===== src/rtl/ir_dir_cmd.sv =====
// IR command front-end: frame edge detect, NEC complement check, key map,
// same-key repeat suppression, and a small FWFT command FIFO.
module ir_dir_cmd #(
  parameter int unsigned HOLDOFF = 5_000_000,
  parameter int unsigned DEPTH   = 4
) (
  input  logic        clk,
  input  logic        rst,
  input  logic        ir_ready,
  input  logic [31:0] ir_data,
  input  logic        cmd_pop,
  output logic [2:0]  cmd_dout,
  output logic        cmd_empty,
  output logic        cmd_full,
  output logic [1:0]  dir,
  output logic        dir_valid,
  output logic        overflow,
  output logic [7:0]  err_cnt
);

  localparam int unsigned AW = (DEPTH > 1) ? $clog2(DEPTH) : 1;
  localparam int unsigned PW = AW + 1;
  localparam int unsigned HW = 23;
  localparam logic [HW-1:0] HOLD_LOAD = HW'(HOLDOFF - 1);
  localparam logic [2:0] CODE_NONE = 3'd7;

  typedef enum logic [1:0] {S_IDLE, S_CHECK, S_PUSH} state_t;

  state_t        state;
  logic          rdy_d;
  logic [15:0]   key_r;
  logic [2:0]    code_r;
  logic [2:0]    last_code;
  logic [HW-1:0] hold_cnt;
  logic [2:0]    key_code;
  logic          new_frame;

  logic [2:0]    mem [DEPTH];
  logic [PW-1:0] wr_ptr, rd_ptr, wr_nxt, rd_nxt;
  logic          push, pop_ok, push_ok;
  logic [2:0]    head_nxt;

  // Only the key/complement bytes of the frame carry information here.
  logic unused_ok;
  assign unused_ok = ^ir_data[15:0];

  function automatic logic [2:0] map_key(input logic [7:0] key);
    case (key)
      8'h02:   map_key = 3'd0;
      8'h08:   map_key = 3'd1;
      8'h04:   map_key = 3'd2;
      8'h06:   map_key = 3'd3;
      8'h05:   map_key = 3'd4;
      default: map_key = CODE_NONE;
    endcase
  endfunction

  assign key_code  = map_key(key_r[7:0]);
  assign new_frame = ir_ready & ~rdy_d;

  // Frame FSM with repeat holdoff and direction latch.
  always_ff @(posedge clk or posedge rst) begin
    if (rst) begin
      state     <= S_IDLE;
      rdy_d     <= 1'b0;
      key_r     <= '0;
      code_r    <= '0;
      last_code <= CODE_NONE;
      hold_cnt  <= '0;
      dir       <= '0;
      dir_valid <= 1'b0;
      err_cnt   <= '0;
    end else begin
      rdy_d <= ir_ready;
      if (hold_cnt != '0) hold_cnt <= hold_cnt - HW'(1);
      case (state)
        S_IDLE: begin
          if (new_frame) begin
            key_r <= ir_data[31:16];
            state <= S_CHECK;
          end
        end
        S_CHECK: begin
          state <= S_IDLE;
          if (key_r[15:8] != ~key_r[7:0]) begin
            if (err_cnt != 8'hFF) err_cnt <= err_cnt + 8'd1;
          end else if (key_code != CODE_NONE &&
                       !(key_code == last_code && hold_cnt != '0)) begin
            code_r <= key_code;
            state  <= S_PUSH;
          end
        end
        S_PUSH: begin
          state     <= S_IDLE;
          last_code <= code_r;
          hold_cnt  <= HOLD_LOAD;
          if (!code_r[2]) begin
            dir       <= code_r[1:0];
            dir_valid <= 1'b1;
          end
        end
        default: state <= S_IDLE;
      endcase
    end
  end

  // FIFO next-state; a simultaneous pop frees the slot for a push when full.
  always_comb begin
    push     = (state == S_PUSH);
    pop_ok   = cmd_pop & ~cmd_empty;
    push_ok  = push & (~cmd_full | pop_ok);
    wr_nxt   = wr_ptr + PW'(push_ok);
    rd_nxt   = rd_ptr + PW'(pop_ok);
    head_nxt = (push_ok && rd_nxt == wr_ptr) ? code_r : mem[rd_nxt[AW-1:0]];
  end

  always_ff @(posedge clk) begin
    if (push_ok) mem[wr_ptr[AW-1:0]] <= code_r;
  end

  always_ff @(posedge clk or posedge rst) begin
    if (rst) begin
      wr_ptr    <= '0;
      rd_ptr    <= '0;
      cmd_dout  <= '0;
      cmd_empty <= 1'b1;
      cmd_full  <= 1'b0;
      overflow  <= 1'b0;
    end else begin
      wr_ptr    <= wr_nxt;
      rd_ptr    <= rd_nxt;
      cmd_empty <= (rd_nxt == wr_nxt);
      cmd_full  <= (rd_nxt[AW-1:0] == wr_nxt[AW-1:0]) && (rd_nxt[AW] != wr_nxt[AW]);
      cmd_dout  <= (rd_nxt == wr_nxt) ? 3'd0 : head_nxt;
      if (push && !push_ok) overflow <= 1'b1;
    end
  end

endmodule


===== config.mk =====
export PLATFORM = sky130hd
export DESIGN_NAME = ir_dir_cmd
export DESIGN_NICKNAME = d
export VERILOG_FILES = /design/src/rtl/ir_dir_cmd.sv
export SDC_FILE = /design/constraint.sdc
export NUM_CORES = 1
export LEC_CHECK = 0
export ABC_AREA = 1
export CORE_MARGIN = 4
export CORE_UTILIZATION = 25
export CTS_BUF_LIST = sky130_fd_sc_hd__clkbuf_16
export DETAILED_ROUTE_END_ITERATION = 16
export GPL_TIMING_DRIVEN = 0
export PLACE_DENSITY = 0.51
export SYNTH_ARGS = -nofsm -noshare
export SYNTH_HDL_FRONTEND = slang
export SYNTH_SLANG_ARGS = --single-unit

===== constraint.sdc =====
create_clock -name clk -period 2.9 [get_ports clk]
set_clock_uncertainty 0.1 [all_clocks]
set_input_delay 0.29 -clock clk [delete_from_list [all_inputs] [get_ports clk]]
set_output_delay 0.29 -clock clk [all_outputs]
set_load 0.01 [all_outputs]

# == Yosys cells after proc, flatten, opt, wreduce, memory -nomap -nowiden ==
# Memory sizes are Yosys's and may differ from the RTL's.
# Index checks and enable logic that the tools add are counted.
# Widths: inputs -> output; s select.
# totals
regBits,71
mem_bits_rw,12
in_bits,36
out_inout_bits,17
wordCells,71
mem_count,1
# mem_list
memory,depth,word_bits,rd,rd_clocked_by_memory_dff,write_ports,line,text
mem,4,3,1,0,1,38,logic [2:0] mem [DEPTH];
# op_classes
addsub,4
eq_ne,16
mux,11
n_bitwise,10
reduce_logical,14
# ops
op,count
$mux 23,2
$eq 8x3->1 const B,3
$reduce_bool 23->1,1
$sub 23x1->23 const B,1
$pmux 3 s5,1
$eq 3x3->1,3
$add 8x1->8 const B,1
$eq 8x2->1 const B,1
$eq 8x4->1 const B,1
$ne 8x8->1,1
$ne 8x8->1 const B,1
$not 8->8,1
$add 3x1->3,2
$mux 2,3
$mux 3,2
$reduce_and 3->1,2
$logic_and 1x1->1,5
$not 1->1,5
$pmux 2 s2,1
$reduce_and 2->1,2
$and 1x1->1,3
$ne 3x3->1 const B,1
$eq 2x1->1 const B,1
$eq 2x2->1,1
other kinds (8),10

# == Depth between registers and ports, before layout ==
# Gate-level depths: netlist of the first run.
# logic_depth
word_depth,9
mapped_depth,14
depth_no_buf,14

# == Worst setup path before layout of the first run ==
# No wires, ideal clock.
# synth_timing
kind,reg2reg
start,reg cmd_empty
end,reg cmd_dout[0]
setup_ns,0.099
arrival_ns,1.808
t_required_ns,2.701
slack_ns,0.892
stages_incl_launch_ff,11
synth_period_minus_slack_ns,2.008
path_cell_list,dfstp_2 -> o21ai_0 -> inv_1 -> nor2_1 -> ha_1 -> ha_1 -> nor2_1 -> and3b_1 -> inv_1 -> nor2_1 -> a311oi_1
# synth_between
elab_chain_len,7
# synth_lines
item,line,text
"start, declared",13,"output logic cmd_empty,"
"start signal, assigned",132,cmd_empty <= (rd_nxt == wr_nxt);
$not 1->1,110,pop_ok = cmd_pop & ~cmd_empty;
$and 1x1->1,110,
$or 1x1->1,111,push_ok = push & (~cmd_full | pop_ok);
$and 1x1->1,111,
$add 3x1->3,112,wr_nxt = wr_ptr + PW'(push_ok);
net wr_nxt[1],39,"logic [PW-1:0] wr_ptr, rd_ptr, wr_nxt, rd_nxt;"
$eq 3x3->1,134,cmd_dout <= (rd_nxt == wr_nxt) ? 3'd0 : head_nxt;
$mux 3,134,
"end signal, assigned",134,
"end, declared",12,"output logic [2:0] cmd_dout,"
# The timed path passes the listed nets, and every way through them passes these cells.
# A chain may end at the register's enable or synchronous reset.

# == Final worst setup path of the first run ==
# layout_timing
start,reg state[0]
end,reg cmd_dout[2]
# layout_between
elab_chain_len,5
# layout_lines
item,line,text
"start, declared",29,state_t state;
"start signal, assigned",64,state <= S_IDLE;
"start signal, assigned",80,state <= S_CHECK;
"start signal, assigned",84,state <= S_IDLE;
$eq 2x2->1,109,push = (state == S_PUSH);
$and 1x1->1,111,
$add 3x1->3,112,
net wr_nxt[2],39,
$eq 3x3->1,134,
$mux 3,134,
# The timed path passes the listed nets, and every way through them passes these cells.

==> results of run 1 <==
[registers in the layout (all words and copies together), names as in the netlist, 2 cells and up]
register	cells
cmd_dout	3
err_cnt	8
dir	2
wr_ptr	3
rd_ptr	3
state	2
code_r	3
hold_cnt	23
last_code	3
key_r	16
mem	12
[worst min-delay path by stage]
stage          startpoint   endpoint  slack [ps]  cells past startpoint
4_1_cts               rst   key_r[9]          60                      2
5_1_grt               rst   key_r[9]          70                      2
3_3_place_gp       dir[1]     dir[1]         370                      2
6_report              rst   key_r[9]          70                      2
2_1_floorplan    ir_ready      rdy_d         220                      0
3_5_place_dp    dir_valid  dir_valid         370                      1
[through the flow]
| stage | total power [mW] | hold slack [ps] |
|---|---|---|
| finish | 4.32 | 66.6 |
| global route | 4.67 | 65.9 |
| floorplan | 2.74 | 221 |
| CTS | 4.39 | 57.0 |
| detailed placement | 3.16 | 365 |
| global placement | 3.11 | 370 |
[cell families after synthesis]
logic type	Yosys count	synth area share, %
xor+xnor	27	5.85
buf+inv	70	6.42
simple gates	223	26.6
mux	2	0.540
fa+ha+maj	6	1.80
flops	83	51.4
compound gates	56	7.44
[per-layer routing]
metal / vias up / wire length, um / track usage (%)
met5: - / 0 / 0
met4: 0 / 195 / 4.88
met3: 12 / 338 / 2.54
met2: 42 / 3750 / 15.8
met1: 1418 / 4150 / 12.6
li1: 1586 / - / -
[where the power goes]
part / internal [mW] / switching [mW] / leakage [nW]
registers: 1.46 / 0.234 / 1.02
clock network: 0.746 / 0.455 / 0.156
logic: 0.596 / 0.833 / 1.20
[cell usage in the layout, fill, tap and decap left out, drive strengths merged, types with 14 or more instances in the layout]
cell / instances
nand2: 102
nor2: 76
dfrtp: 67
inv: 65
clkdlybuf4s50: 36
o21ai: 33
xor2: 16
nand3: 15
nor3: 15
a21oi: 14
clkbuf: 14
[cell usage after synthesis (2+ instances only)]
cell type | number | area, um^2
nand2_2 | 10 | 62.6
ha_1 | 6 | 75.1
xor2_1 | 15 | 131
o211ai_1 | 2 | 15.0
nand2_1 | 90 | 338
xnor2_1 | 11 | 96.3
inv_2 | 13 | 48.8
clkbuf_1 | 5 | 18.8
inv_1 | 49 | 184
edfxtp_1 | 12 | 360
a311oi_1 | 3 | 26.3
nand2_4 | 2 | 22.5
nor2_2 | 11 | 68.8
dfrtp_1 | 67 | 1680
nand3_1 | 12 | 60.1
nor3_2 | 3 | 30.0
o21bai_1 | 2 | 15.0
mux2_2 | 2 | 22.5
nor3_1 | 11 | 55.1
dfstp_2 | 4 | 105
nand3_2 | 3 | 30.0
a211oi_1 | 2 | 15.0
nor2_1 | 60 | 225
buf_2 | 2 | 10.0
nor4_1 | 3 | 18.8
nand4_1 | 4 | 25.0
nor2_4 | 4 | 45.0
o21ai_1 | 6 | 30.0
o21ai_0 | 27 | 135
a21oi_1 | 13 | 65.1
[worst reg2reg max path: cells and delay by family, from the launching register on]
family / cells / cell delay (ps)
simple gates: 3 / 680
xor+xnor: 2 / 410
flops: 1 / 390
fa+ha+maj: 2 / 350
compound gates: 1 / 260
buf+inv: 1 / 100
[cell type report]
type / instances / area (um^2) / share of cell area (%)
Tap cell: 216 / 270 / 5.26
Timing Repair Buffer: 37 / 388 / 7.54
Multi-Input combinational cell: 314 / 1760 / 34.2
Clock inverter: 7 / 87.6 / 1.70
Sequential cell: 83 / 2140 / 41.7
Clock buffer: 9 / 225 / 4.38
Buffer: 7 / 28.8 / 0.560
Inverter: 63 / 241 / 4.70
==> impl_metrics.csv, run 1 <==
group,metric,value,unit
timing,hold_violations,0,
critical_path,cp_top_family,"simple AND/OR/NAND/NOR gates",
timing,slew_violations,0,
place,gp_congestion,0.792,
timing,rsz0062_at_grt,"no",
logic_synthesis,netlist_instances,467,
pwr,ir_drop,256,uV
floorplanning,io_pins,53,
grt,grt_start_max_net_pins,71,
critical_path,crit_cells,9,
timing,setup_tns,0,ps
cts,htreeDepth,3,
grt,antenna_found_initial,0,
place,pre_cts_ws,164,ps
status,outcome,"finished clean",
logic_synthesis,avgSynthCellArea,8.93,um^2
logic_synthesis,syn_area,4170,um^2
critical_path,max_stage_delay,390,ps
drt,via_per_inst,4.15,
critical_path,worstPathRequired,3040,ps
critical_path,cp-startpoint,"state[0]",
timing,fmax,0.419,GHz
critical_path,path_cells,"nor2_1 -> inv_1 -> nor2_1 -> ha_1 -> ha_1 -> xor2_1 -> xor2_1 -> nor2_1 -> a311oi_1",
final_layout,fillCellCount,1730,
critical_path,r2r_start,"state[0]",
pwr,pwr_density_cell,840,nW/um^2
final_layout,n_antenna_cell,0,
floorplanning,core_area,16100,um^2
final_layout,area_growth,23.3,%
final_layout,postLayoutCoreUtil,31.9,%
job,maxCapViolCount,0,
critical_path,cp_slowest_cell,"dfrtp_1",
drt,first_iter_violations,98,
critical_path,reg2reg_slack,520,ps
grt,grt_pass1_vias,3133,
logic_synthesis,synth_edf_count,12,
timing,maxSlewHeadroom,61.8,%
floorplanning,initial_core_util,25.9,%
cts,path_clk_slew,60,ps
cts,clock_latency,340,ps
pwr,p_leak,2.38,nW
drt,num_vias,3058,
logic_synthesis,async_flop_share,85.5,%
drt,drcViolationCount,0,
timing,period_minus_slack,2380,ps
cts,cts_tree,"yes",
floorplanning,rows,46,
timing,period_share,82.2,%
place,dp.cells,720,
cts,cts_buffer_depth,2,
critical_path,critPathKind,"register to register",
drt,firstDrtPassIters,4,
final_layout,nets,557,
cts,cts_sinks,83,
logic_synthesis,synthDistinctLibCells,43,
place,hpwlAfterDp,6.23,mm
drt,post_drt_wl_per_cell,11.5,um
logic_synthesis,synth_top_flop_cell,"dfrtp_1",
logic_synthesis,synth_seq_area_share,51.4,%
critical_path,critPathLaunchType,"register",
critical_path,worst-r2r-cell-count,9,
logic_synthesis,yosysWarnings,0,
place,dpl-instance-area,4830,um^2
cts,cts_resized,0,
final_layout,fin_area,5140,um^2
drt,wirelength,8.43,mm
timing,setup_viol,0,
grt,grt-ovfl-total,0,
place,io_buffers,36,
cts,cts_buffers,9,
timing,setup_ws,515,ps
grt,grt_util_all_layers,9.96,%
drt,antenna_left,0,
timing,worst_pin_slew,573,ps
logic_synthesis,ys_seq_elements,83,
critical_path,path_buf_inv,1,
floorplanning,die_area,18800,um^2
final_layout,layout-drive-gt1-share,15.2,%
critical_path,endpoint_kind,"register",
logic_synthesis,syn_nets,509,
floorplanning,fp.dieH,137,um
cts,cts_setup_buffers,0,
cts,cts_root_buffer,"clkbuf_16",
critical_path,crit_top_cell,"nor2_1",
critical_path,worstReg2RegEnd,"cmd_dout[2]",
grt,grt_pass1_wl,14.8,mm
cts,cts_hold_buf,0,
final_layout,final_cells,736,
critical_path,arrival,2520,ps
floorplanning,die_w,137,um
critical_path,critical_path.max_fanout,4,
min_path,min_path_type,"input pin to asynchronous set/reset pin",
critical_path,crit_end,"cmd_dout[2]",
No activity file was read; power rests on OpenSTA's default activity.
==> run 2: changes to the inputs <==
PLACE_DENSITY = 0.53   (was 0.51)
clock period = 2 ns   (was 2.9 ns; I/O delays follow)
==> impl_metrics.csv, run 2 (synthesis gave the netlist of run 1 again) <==
group,metric,value,unit
drt,firstDrtPassIters,4,
place,hpwlAfterDp,6.26,mm
critical_path,worstReg2RegEnd,"cmd_dout[1]",
floorplanning,core_area,16100,um^2
floorplanning,io_pins,53,
final_layout,largest_reg_flops,23,
final_layout,final_common_cell,"nand2_1",
cts,cts_hold_buf,0,
cts,cts_buffers,9,
grt,grt_util_all_layers,10.1,%
timing,fmax,0.501,GHz
critical_path,worst-r2r-cell-count,7,
drt,first_iter_violations,117,
final_layout,max_flop_register,"hold_cnt",
place,dpl-instance-area,4840,um^2
final_layout,layout-drive-gt1-share,23.9,%
cts,clock_latency,340,ps
timing,maxSlewHeadroom,63.5,%
critical_path,r2r_start,"cmd_empty",
final_layout,multi_input_area,1970,um^2
timing,slew_violations,0,
job,maxCapViolCount,0,
grt,antenna_found_initial,0,
pwr,p_leak,2.48,nW
floorplanning,fp.dieH,137,um
drt,post_drt_wl_per_cell,11.5,um
grt,top_usage_layer,"met2",
pwr,ir_drop,666,uV
final_layout,fillCellCount,1666,
min_path,min_path_type,"input pin to asynchronous set/reset pin",
final_layout,nets,576,
critical_path,critical_path.max_fanout,6,
cts,cts_buffer_depth,2,
cts,cts_sinks,83,
critical_path,arrival,2130,ps
grt,met3_usage,3.35,%
critical_path,endpoint_kind,"register",
drt,antenna_left,0,
critical_path,reg2reg_slack,5,ps
drt,drcViolationCount,0,
timing,setup_tns,0,ps
cts,cts_root_buffer,"clkbuf_16",
place,gp_congestion,0.798,
final_layout,n_antenna_cell,0,
timing,worst_pin_slew,548,ps
timing,rsz0062_at_grt,"yes",
pwr,pwr_density_cell,1180,nW/um^2
critical_path,critPathLaunchType,"register",
critical_path,worstPathRequired,2140,ps
grt,grt_pass1_wl,15.0,mm
critical_path,critPathKind,"register to register",
final_layout,fin_area,5460,um^2
final_layout,final_cell_mix,"86 x nand2_1, 67 x dfrtp_1, 55 x nor2_1",
cts,path_clk_slew,60,ps
timing,period_minus_slack,2000,ps
grt,grt_start_max_net_pins,30,
drt,via_per_inst,4.18,
drt,num_vias,3153,
floorplanning,die_area,18800,um^2
cts,cts_tree,"yes",
final_layout,area_growth,30.9,%
grt,grt-ovfl-total,0,
floorplanning,initial_core_util,25.9,%
floorplanning,rows,46,
place,io_buffers,36,
drt,wirelength,8.65,mm
grt,global_route.usage.met1,13.1,%
cts,htreeDepth,3,
critical_path,crit_end,"cmd_dout[1]",
final_layout,seqCellArea,2140,um^2
timing,period_share,99.8,%
grt,grt_pass1_vias,3117,
critical_path,cp-startpoint,"cmd_empty",
timing,setup_viol,0,
floorplanning,die_w,137,um
timing,hold_violations,0,
status,outcome,"finished clean",
grt,gr-usage-met2,16.2,%
==> run 2: report_power, final <==
part           total (mW)  internal [mW]  switching, mW
logic                2.49           1.13           1.36
registers            2.48           2.11          0.363
clock network        1.48          0.825          0.654
==> run 2: repair_timing <==
action                     CTS  global route
setup endpoints to repair   15            33
gates resized for setup     17            34
pin swaps                   11            20
setup buffers               13             6
==> run 2: routing by layer <==
| metal | vias to the layer above | share of wire, % |
|---|---|---|
| li1 | 1631 | - |
| met1 | 1459 | 48 |
| met2 | 55 | 47 |
| met3 | 8 | 4.2 |
| met4 | 0 | 1.2 |
| met5 | - | 0 |
==> run 2: worst min-delay path by stage <==
stage | end
detailed placement | dir_valid
global placement | dir_valid
floorplan | rdy_d
global route | cmd_dout[2]
finish | overflow
CTS | cmd_dout[2]
==> run 2: cell type report <==
cell class | instances | share of cell area [%]
Buffer | 7 | 0.596
Timing Repair Buffer | 56 | 9.82
Clock inverter | 7 | 0.665
Multi-Input combinational cell | 314 | 36.1
Inverter | 63 | 4.50
Sequential cell | 83 | 39.3
Clock buffer | 9 | 4.13
Tap cell | 216 | 4.95
==> run 2: stage by stage <==
stage	utilization [%]	cells	total power, mW	setup slack (ps)	hold slack (ps)
after floorplan	-	467	3.97	16.2	131
after global placement	29.8	719	4.51	-534	373
after detailed placement	30.1	721	4.57	-535	374
after CTS	32.7	750	6.27	-3.49	119
after global routing	33.9	755	6.94	-67.8	132
final	33.9	755	6.44	4.94	117
==> run 2: critical path: stages (launching register included) <==
cell	delay, ps
dfstp_2	550
nor2_2	40
ha_2	190
ha_4	170
xor2_4	240
xnor2_2	150
nand3_2	150
a311oi_1	290
